`src/rtl/matmul_apb_sequencer.sv`:
```
// APB master that drives one matmul job through the slave's register map:
// program job fields, set START, poll DONE with a gap and timeout, clear START, respond.
module matmul_apb_sequencer #(
    parameter int AWIDTH    = 16,
    parameter int DWIDTH    = 5,
    parameter int POLL_GAP  = 4,
    parameter int MAX_POLLS = 255
) (
    input  logic              PCLK,
    input  logic              PRESET,
    input  logic              job_valid,
    output logic              job_ready,
    input  logic              job_fp,
    input  logic [DWIDTH-1:0] job_addr_a,
    input  logic [DWIDTH-1:0] job_addr_b,
    input  logic [DWIDTH-1:0] job_addr_c,
    input  logic [DWIDTH-1:0] job_str_a,
    input  logic [DWIDTH-1:0] job_str_b,
    input  logic [DWIDTH-1:0] job_str_c,
    output logic              PSEL,
    output logic              PENABLE,
    output logic              PWRITE,
    output logic [AWIDTH-1:0] PADDR,
    output logic [DWIDTH-1:0] PWDATA,
    input  logic [DWIDTH-1:0] PRDATA,
    input  logic              PREADY,
    output logic              busy,
    output logic              resp_valid,
    output logic              resp_exception,
    output logic              resp_timeout
);

    localparam int GW = $clog2(POLL_GAP + 1);

    typedef enum logic [2:0] {S_IDLE, S_SETUP, S_ACCESS, S_WAIT, S_RESP} state_t;

    typedef struct packed {
        logic              fp;
        logic [DWIDTH-1:0] a;
        logic [DWIDTH-1:0] b;
        logic [DWIDTH-1:0] c;
        logic [DWIDTH-1:0] sa;
        logic [DWIDTH-1:0] sb;
        logic [DWIDTH-1:0] sc;
    } job_t;

    state_t            state_q, state_d;
    logic [3:0]        step_q, step_d;
    logic [7:0]        poll_q, poll_d;
    logic [GW-1:0]     gap_q, gap_d;
    logic              exc_q, exc_d;
    logic              tmo_q, tmo_d;
    job_t              job_q, job_d;

    logic              psel_q, psel_d;
    logic              penable_q, penable_d;
    logic              pwrite_q, pwrite_d;
    logic [AWIDTH-1:0] paddr_q, paddr_d;
    logic [DWIDTH-1:0] pwdata_q, pwdata_d;
    logic              busy_q, busy_d;
    logic              rvalid_q, rvalid_d;
    logic              rexc_q, rexc_d;
    logic              rtmo_q, rtmo_d;
    logic              ready_q, ready_d;

    logic [AWIDTH-1:0] step_addr;
    logic [DWIDTH-1:0] step_data;

    // Only done (bit 1) and exception (bit 2) carry meaning on the status read.
    logic unused_prdata;
    assign unused_prdata = ^{PRDATA[DWIDTH-1:3], PRDATA[0]};

    always_comb begin
        state_d = state_q;
        step_d  = step_q;
        poll_d  = poll_q;
        gap_d   = gap_q;
        exc_d   = exc_q;
        tmo_d   = tmo_q;
        job_d   = job_q;
        case (state_q)
            S_IDLE: begin
                if (job_valid) begin
                    job_d   = '{fp: job_fp, a: job_addr_a, b: job_addr_b, c: job_addr_c,
                                sa: job_str_a, sb: job_str_b, sc: job_str_c};
                    step_d  = '0;
                    poll_d  = '0;
                    exc_d   = 1'b0;
                    tmo_d   = 1'b0;
                    state_d = S_SETUP;
                end
            end
            S_SETUP: state_d = S_ACCESS;
            S_ACCESS: begin
                if (PREADY) begin
                    if (step_q < 4'd8) begin
                        step_d  = step_q + 4'd1;
                        state_d = S_SETUP;
                    end else if (step_q == 4'd8) begin
                        if (PRDATA[1]) begin
                            exc_d   = PRDATA[2];
                            step_d  = 4'd9;
                            state_d = S_SETUP;
                        end else if ((32'(poll_q) + 32'd1) < 32'(MAX_POLLS)) begin
                            poll_d  = poll_q + 8'd1;
                            gap_d   = GW'(POLL_GAP);
                            state_d = S_WAIT;
                        end else begin
                            tmo_d   = 1'b1;
                            step_d  = 4'd9;
                            state_d = S_SETUP;
                        end
                    end else begin
                        state_d = S_RESP;
                    end
                end
            end
            S_WAIT: begin
                if (gap_q <= GW'(1)) state_d = S_SETUP;
                else                 gap_d   = gap_q - GW'(1);
            end
            S_RESP:  state_d = S_IDLE;
            default: state_d = S_IDLE;
        endcase
    end

    // Outputs are decoded from the next state so the APB pins come straight from flops.
    always_comb begin
        step_addr = '0;
        step_data = '0;
        case (step_d)
            4'd0: begin step_addr = AWIDTH'(3); step_data = DWIDTH'(job_d.fp); end
            4'd1: begin step_addr = AWIDTH'(4); step_data = job_d.a;  end
            4'd2: begin step_addr = AWIDTH'(5); step_data = job_d.b;  end
            4'd3: begin step_addr = AWIDTH'(6); step_data = job_d.c;  end
            4'd4: begin step_addr = AWIDTH'(7); step_data = job_d.sa; end
            4'd5: begin step_addr = AWIDTH'(8); step_data = job_d.sb; end
            4'd6: begin step_addr = AWIDTH'(9); step_data = job_d.sc; end
            4'd7: begin step_addr = AWIDTH'(1); step_data = DWIDTH'(1); end
            4'd8: step_addr = AWIDTH'(2);
            4'd9: step_addr = AWIDTH'(1);
            default: ;
        endcase
        psel_d    = (state_d == S_SETUP) || (state_d == S_ACCESS);
        penable_d = (state_d == S_ACCESS);
        pwrite_d  = psel_d && (step_d != 4'd8);
        paddr_d   = psel_d ? step_addr : '0;
        pwdata_d  = pwrite_d ? step_data : '0;
        busy_d    = psel_d || (state_d == S_WAIT);
        rvalid_d  = (state_d == S_RESP);
        rexc_d    = rvalid_d && exc_d;
        rtmo_d    = rvalid_d && tmo_d;
        ready_d   = (state_d == S_IDLE);
    end

    always_ff @(posedge PCLK or posedge PRESET) begin
        if (PRESET) begin
            state_q   <= S_IDLE;
            step_q    <= '0;
            poll_q    <= '0;
            gap_q     <= '0;
            exc_q     <= 1'b0;
            tmo_q     <= 1'b0;
            job_q     <= '0;
            psel_q    <= 1'b0;
            penable_q <= 1'b0;
            pwrite_q  <= 1'b0;
            paddr_q   <= '0;
            pwdata_q  <= '0;
            busy_q    <= 1'b0;
            rvalid_q  <= 1'b0;
            rexc_q    <= 1'b0;
            rtmo_q    <= 1'b0;
            ready_q   <= 1'b1;
        end else begin
            state_q   <= state_d;
            step_q    <= step_d;
            poll_q    <= poll_d;
            gap_q     <= gap_d;
            exc_q     <= exc_d;
            tmo_q     <= tmo_d;
            job_q     <= job_d;
            psel_q    <= psel_d;
            penable_q <= penable_d;
            pwrite_q  <= pwrite_d;
            paddr_q   <= paddr_d;
            pwdata_q  <= pwdata_d;
            busy_q    <= busy_d;
            rvalid_q  <= rvalid_d;
            rexc_q    <= rexc_d;
            rtmo_q    <= rtmo_d;
            ready_q   <= ready_d;
        end
    end

    assign job_ready      = ready_q;
    assign PSEL           = psel_q;
    assign PENABLE        = penable_q;
    assign PWRITE         = pwrite_q;
    assign PADDR          = paddr_q;
    assign PWDATA         = pwdata_q;
    assign busy           = busy_q;
    assign resp_valid     = rvalid_q;
    assign resp_exception = rexc_q;
    assign resp_timeout   = rtmo_q;

endmodule

```
`config.mk`:
```
export PLATFORM = sky130hd
export DESIGN_NAME = matmul_apb_sequencer
export DESIGN_NICKNAME = d
export VERILOG_FILES = /design/src/rtl/matmul_apb_sequencer.sv
export SDC_FILE = /design/constraint.sdc
export NUM_CORES = 1
export LEC_CHECK = 0
export CORE_ASPECT_RATIO = 1.1
export CORE_UTILIZATION = 50
export CTS_CLUSTER_DIAMETER = 120
export DETAILED_ROUTE_END_ITERATION = 10
export GPL_ROUTABILITY_DRIVEN = 0
export HOLD_SLACK_MARGIN = 0.08
export PLACE_DENSITY = 0.81
export SLEW_MARGIN = 20
export SYNTH_ARGS = -nofsm -noshare
export SYNTH_HDL_FRONTEND = slang
export SYNTH_SLANG_ARGS = --single-unit
```
`constraint.sdc`:
```
create_clock -name PCLK -period 3.53 [get_ports PCLK]
set_clock_uncertainty 0.2 [all_clocks]
set_input_delay 0.353 -clock PCLK [delete_from_list [all_inputs] [get_ports PCLK]]
set_output_delay 0.353 -clock PCLK [all_outputs]
set_load 0.005 [all_outputs]
```
==> impl_results.md, run 1 <==
* Cts bufs inserted at 9
* Seq/Total Area, Yosys at 48.1%
* Antenna-violating nets left at 0
* FF+latch count, synth at 68
* Syn Inst Count at ~340
* Asr flop ratio synth at between 90% and 100%
* Synth Cell Area at between 3000 and 4000 sq um
* CTS Hold Buffers Added at 0
* # rows at 31
* CP endpoint kind: flip-flop
* Clk pin slew, worst setup/hold paths at ~0.080 ns
* MaxCap Viol Count at 0
* Cell with the most instances after synthesis: dfrtp_1
* Mapped Avg Cell Area at around 11 sq um
* Largest net degree at the start of global routing at 36
* Leakage Power at 1.87 nW
* Post-synth EDFFs at 0
* First-pass DRT Iterations at 4
* Die area at between 7000 and 8000 sq um
* Critical Path RT at approximately 3.6 ns
* Min Clock Period, post-route at around 2.9 ns
* Yosys top cell area share at ~47%
* Core box area at ~6700 sq um
* Netlist cell types at just over 60
* Clk sink count at between 60 and 70
* Vias at 2696
* CP Class: flip-flop to flip-flop
* Syn-to-layout area delta at 21.3%
* Top_reg_cell synth: dfrtp_1
* Vias per std cell at roughly 5.7
* Initial antenna violation count at 0
* Worst Tran Pin Value at around 0.8 ns
* RSZ-0062 raised after global routing: false
* Run status: finished, final reports clean
* Power Dens Cells at around 840 nW/um^2
* Synth top cells by count: dfrtp_1 (67), nand2_1 (28), mux2_2 (26), nor2_1 (24), o21ai_0 (18)
* Final Setup Violations at 0
* YS warnings at 0
* First DRT Iteration DRCs at 135
* Buffers on Ports at 53
* Layout cells sized above 1 at 18.2%
* Sw frac at 39.4%
* Die H at approximately 90 microns
* # diodes at 0
* Combinational power share at a little under half
* VDD IR-drop max at approximately 0.00047 V
* Nets@finish at ~440
* Gr ovfl total at 0
* Routed wire per std cell at around 16 microns
* Clock share of power at between 10% and 20%
* Hold Path Class: primary input to asynchronous set/reset pin
* Crit start category: flip-flop
* Internal power at approximately 2.2 mW
* R2R depth at 8
* H-tree depth at 3
* Fmax at around 350 MHz
* Max FO, Critical Path at 6
* First-pass GRT wire length at around 12 mm
* Overall routing resource usage at 22.4%
* Seq pwr share at between 30% and 40%
* Initial core utilization at about 53%
* I/O Pins at between 60 and 70
* Setup Buffers After CTS at 0
* Crit share post-route at between 80 and 90%
* Post-route setup TNS at 0 ns
* Vias in the first global route at 2729
* CTS root buf: clkbuf_8
* Sw power at around 1.4 mW
* Clock tree from TritonCTS: built
* Max Transition Viols Final at 0
* Cells taking the most area after synthesis: dfrtp_1 (47%), mux2_2 (8.3%), buf_4 (3.2%), nand2_1 (3.0%), o21ai_0 (2.5%)
* Layout Cells excl Fill at around 480
* Hold Violations, Final at 0
* Drt total wl at approximately 7.6 mm
* Worst slew margin at a little under half
* R2r setup slk at approximately 0.67 ns
* Post-DP HPWL at 5.31 mm
* Total chip power at 3.62 mW
* Arrival @ worst endpoint at roughly 2.9 ns
* Chip Width at roughly 80 microns
* DRC at 0
* Post-cts sizing count at 0
* Cell taking the most area after synthesis: dfrtp_1
* Placed Cells at around 460
* Clk_lat worst skew at between 0.3 and 0.4 ns
* Clock Path Buffers at 2
[cell type report]
cell class	count	area, sq um
Multi-Input combinational cell	234	1630
Tap cell	82	103
Sequential cell	68	1700
Fill cell	540	2420
Clock inverter	7	80.1
Timing Repair Buffer	58	581
Inverter	19	71.3
Clock buffer	9	124
[registers in the layout, summed over array words and instances, names as in the netlist]
name            count
busy                1
resp_exception      1
resp_valid          1
state_q             3
exc_q               1
PSEL                1
resp_timeout        1
PWRITE              1
poll_q              8
step_q              4
PWDATA              5
job_ready           1
PADDR               4
tmo_q               1
gap_q               3
PENABLE             1
job_q              31
[worst max-delay path, cell delays in order, from the launching register on]
cell,delay (ns)
dfrtp_1,0.44
ha_1,0.32
nor2b_1,0.16
maj3_1,0.40
a31oi_1,0.33
nor2_1,0.11
or2_2,0.38
nand3_1,0.25
o32ai_1,0.15
[per-layer routing]
metal  GRT usage (%)  share of wire, %  vias up
met5               0                 0        -
met4            11.3               2.8        0
met3            3.86               4.8       19
met2            35.7                50       89
met1            28.6                42     1318
li1                -                 -     1270
[through the flow]
stage               setup slack (ns)  area (sq um)  utilization, %  hold WS [ns]
global placement               0.653          4090            60.9         0.258
finish                         0.671          4290            63.9         0.166
floorplan                      0.894          3580               -         0.239
CTS                            0.678          4290            63.9         0.172
detailed placement             0.557          4090            60.9         0.285
global route                   0.596          4290            63.9         0.214
[worst paths after layout]
check	start	end
max	poll_q[0]$_DFFE_PP0P_	PADDR[1]$_DFF_PP0_
min	PRESET	poll_q[7]$_DFFE_PP0P_
max reg2reg	poll_q[0]$_DFFE_PP0P_	PADDR[1]$_DFF_PP0_
min reg2reg	job_q[27]$_DFF_PP0_	job_q[27]$_DFF_PP0_
max in group asynchronous	PRESET	job_q[23]$_DFF_PP0_
min in group PCLK	job_q[27]$_DFF_PP0_	job_q[27]$_DFF_PP0_
[cell usage in the layout, fill, tap and decap left out, types with 11 or more instances in the layout]
cell type,n
clkdlybuf4s50_1,53
inv_1,16
mux2_2,26
nor2_1,24
nand2_1,28
dfrtp_1,67
a21oi_1,13
o21ai_0,18
conb_1,12
nand3_1,11
[power groups by stage]
stage,Combinational (mW),Sequential [mW],Clock (mW)
floorplan,1.31,1.19,0
global placement,1.64,1.25,0
detailed placement,1.68,1.27,0
CTS,1.70,1.26,0.678
global route,1.86,1.29,0.708
finish,1.70,1.25,0.671
[logic make-up after synthesis]
family,count (synthesis),share of synthesized area [%]
adder cells (fa/ha/maj),6,2.05
AO/OA/AOI/OAI,72,15.3
XOR/XNOR,2,0.495
multiplexers,36,11.3
AND/OR/NAND/NOR,106,15.6
other,1,0.106
buffers and inverters,45,7.00
flip-flops,68,48.1
Power figures use the tool's default switching activity.
==> run 2: changes to the inputs <==
--- a/config.mk
+++ b/config.mk
@@ -6,12 +6,12 @@
 export NUM_CORES = 1
 export LEC_CHECK = 0
 export CORE_ASPECT_RATIO = 1.1
-export CORE_UTILIZATION = 50
+export CORE_UTILIZATION = 47
 export CTS_CLUSTER_DIAMETER = 120
 export DETAILED_ROUTE_END_ITERATION = 10
 export GPL_ROUTABILITY_DRIVEN = 0
 export HOLD_SLACK_MARGIN = 0.08
-export PLACE_DENSITY = 0.81
+export PLACE_DENSITY = 0.79
 export SLEW_MARGIN = 20
 export SYNTH_ARGS = -nofsm -noshare
 export SYNTH_HDL_FRONTEND = slang
==> constraint.sdc (replaced) <==
create_clock -name PCLK -period 2.39 [get_ports PCLK]
set_clock_uncertainty 0.2 [all_clocks]
set_input_delay 0.239 -clock PCLK [delete_from_list [all_inputs] [get_ports PCLK]]
set_output_delay 0.239 -clock PCLK [all_outputs]
set_load 0.005 [all_outputs]
==> run 2 against run 1 <==
The run now ends with DRC, setup timing left. First-iteration DRC count grew 100%. Worst setup slack lost 0.81 ns. Wire length grew 27%. Critical path type unchanged. Critical endpoint is now PWDATA[1]$_DFF_PP0_.
==> impl_results.md, run 2 (synthesis gave the netlist of run 1 again) <==
* Layout Cells excl Fill at 546 (+14%)
* Post-DP HPWL at 6.18 mm (+16%)
* Commonest non-fill, non-tap cell in the layout: dfrtp_1
* Buffers on Ports at 53 (unchanged)
* Critical Path RT at 2.45 ns (-1.10 ns)
* Run status: complete, but fails checks
* DRC at 3 (+3)
* Initial core utilization at 49.4% (-3.4 points)
* VDD IR-drop max at 0.000540 V (+15%)
* Overall routing resource usage at 23.7% (+1.3 points)
* Crit share post-route at 106% (+25 points)
* Placed Cells at 511 (+11%)
* # diodes at 0 (unchanged)
* Failing checks: DRC, setup timing
* Worst R2R End: PWDATA[1]$_DFF_PP0_
* R2R depth at 9 (+1)
* Vias in the first global route at 2976 (+9.1%)
* Layout cells sized above 1 at 34.9% (+17 points)
* Final Setup Violations at 8 (+8)
* Nets@finish at 501 (+15%)
* CP endpoint kind: flip-flop
* Total chip power at 6.66 mW (+84%)
* CTS Hold Buffers Added at 0 (unchanged)
* Clock Path Buffers at 2 (unchanged)
* DR WL met3 at 519 microns (+44%)
* Fmax at 395 MHz (+13%)
* Fillers at 493 (-8.7%)
* Core box area at 7170 sq um (+6.8%)
* Hold Path Class: primary input to asynchronous set/reset pin
* Post-route setup TNS at -0.687 ns (-0.687 ns)
* Fin util at 70.4% (+6.4 points)
* Clk_lat worst skew at 0.36 ns (about the same)
* Hold slack at 0.0923 ns (-0.0737 ns)
* CTS root buf: clkbuf_8
* Die area at 7880 sq um (+6.2%)
* Hold Violations, Final at 0 (unchanged)
* R2r setup slk at -0.14 ns (-0.81 ns)
* Arrival @ worst endpoint at 2.59 ns (-0.29 ns)
* Clock tree from TritonCTS: built
* Gr ovfl total at 0 (unchanged)
* Antenna-violating nets left at 0 (unchanged)
* Vias per std cell at 5.55 (-1.8%)
* Flip-flop count of the largest register after layout at 31 (unchanged)
* Critical Path End: PWDATA[1]$_DFF_PP0_
* Min Clock Period, post-route at 2.53 ns (-0.328 ns)
* Initial antenna violation count at 0 (unchanged)
* Chip Width at 84.7 microns (+3.1%)
* Clk sink count at 68 (unchanged)
* Biggest register: job_q
* Die H at 93 microns (+3.1%)
* RR Startpoint: poll_q[1]$_DFFE_PP0P_
* Max Transition Viols Final at 0 (unchanged)
* # rows at 32 (+3.2%)
* Vias at 3030 (+12%)
* H-tree depth at 3 (unchanged)
* Clk pin slew, worst setup/hold paths at 0.08 ns (about the same)
* First DRT Iteration DRCs at 270 (+100%)
* Met2 WL post-DR at 4.89 mm (+29%)
* M1 WL at 3.92 mm (+21%)
* Max FO, Critical Path at 8 (+2)
* First-pass GRT wire length at 14.3 mm (+15%)
* Largest net degree at the start of global routing at 69 (+92%)
* Final worst slack at -0.141 ns (-0.812 ns)
* I/O Pins at 69 (unchanged)
* Top layer in use: met4
* Routed wire per std cell at 17.6 microns (+11%)
* RSZ-0062 raised after global routing: true
* MaxCap Viol Count at 0 (unchanged)
* First-pass DRT Iterations at 9 (+5)
* Most frequent cells in the layout: dfrtp_1 (66), buf_4 (60), clkdlybuf4s50_1 (53)
* CP Class: flip-flop to flip-flop
* Syn-to-layout area delta at 42.5%
* Crit path from: poll_q[1]$_DFFE_PP0P_
* Power Dens Cells at 1320 nW/um^2 (+57%)
* Cts bufs inserted at 9 (unchanged)
* Crit start category: flip-flop
* Drt total wl at 9.62 mm (+27%)
* Leakage Power at 2.27 nW (+21%)
## run 2: layer usage
layer,vias up,track usage (%)
met1,1474,29.3
met2,117,40.2
met5,-,0
met4,0,10.9
met3,27,4.41
li1,1412,-
## run 2: cell type report
cell class	count	area [sq um]	share of cell area [%]
clock buffers	10	128	2.53
clock inverters	6	88.8	1.76
inverters	19	76.3	1.51
multi-input cells	234	1810	35.9
flip-flops and latches	68	1700	33.8
well taps	85	106	2.11
repair buffers	124	1130	22.4
## run 2: power breakdown
| part | leakage (nW) | switching, mW | internal, mW |
|---|---|---|---|
| sequential | 0.846 | 0.204 | 1.60 |
| combinational | 1.32 | 1.89 | 1.92 |
| clock | 0.102 | 0.462 | 0.587 |
| total | 2.27 | 2.55 | 4.11 |
## run 2: metrics by stage
| stage | setup slack, ns | cell area, sq um |
|---|---|---|
| floorplan | 0.0134 | 3660 |
| global placement | -0.191 | 4520 |
| global route | -0.212 | 5040 |
| finish | -0.141 | 5040 |
| CTS | -0.0292 | 4830 |
| detailed placement | -0.219 | 4520 |
## run 2: repair_timing
action,4_1_cts,5_1_grt
resized for setup,7,29
endpoints found under the setup margin,14,11
buffers inserted,7,12
pin swaps,5,11
## run 2: worst min path at each step
stage	startpoint	end	slack [ns]	cells past startpoint
final	PRESET	job_q[9]$_DFF_PP0_	0.09	3
after global routing	PRESET	job_q[24]$_DFF_PP0_	0.12	3
after CTS	PRESET	job_q[28]$_DFF_PP0_	0.10	3
after detailed placement	job_q[14]$_DFF_PP0_	job_q[14]$_DFF_PP0_	0.28	1
after global placement	job_q[20]$_DFF_PP0_	job_q[20]$_DFF_PP0_	0.28	1
after floorplan	PRDATA[1]	tmo_q$_DFF_PP0_	0.15	1
## run 2: worst max-delay path, cell delays in order (launching register included)
cell and delay, ns:
dfrtp_1 0.38, ha_1 0.30, nor2b_4 0.18, maj3_2 0.26, a31oi_1 0.10, o31a_2 0.39, inv_4 0.11, buf_6 0.13
nand4_1 0.13, o22ai_1 0.25
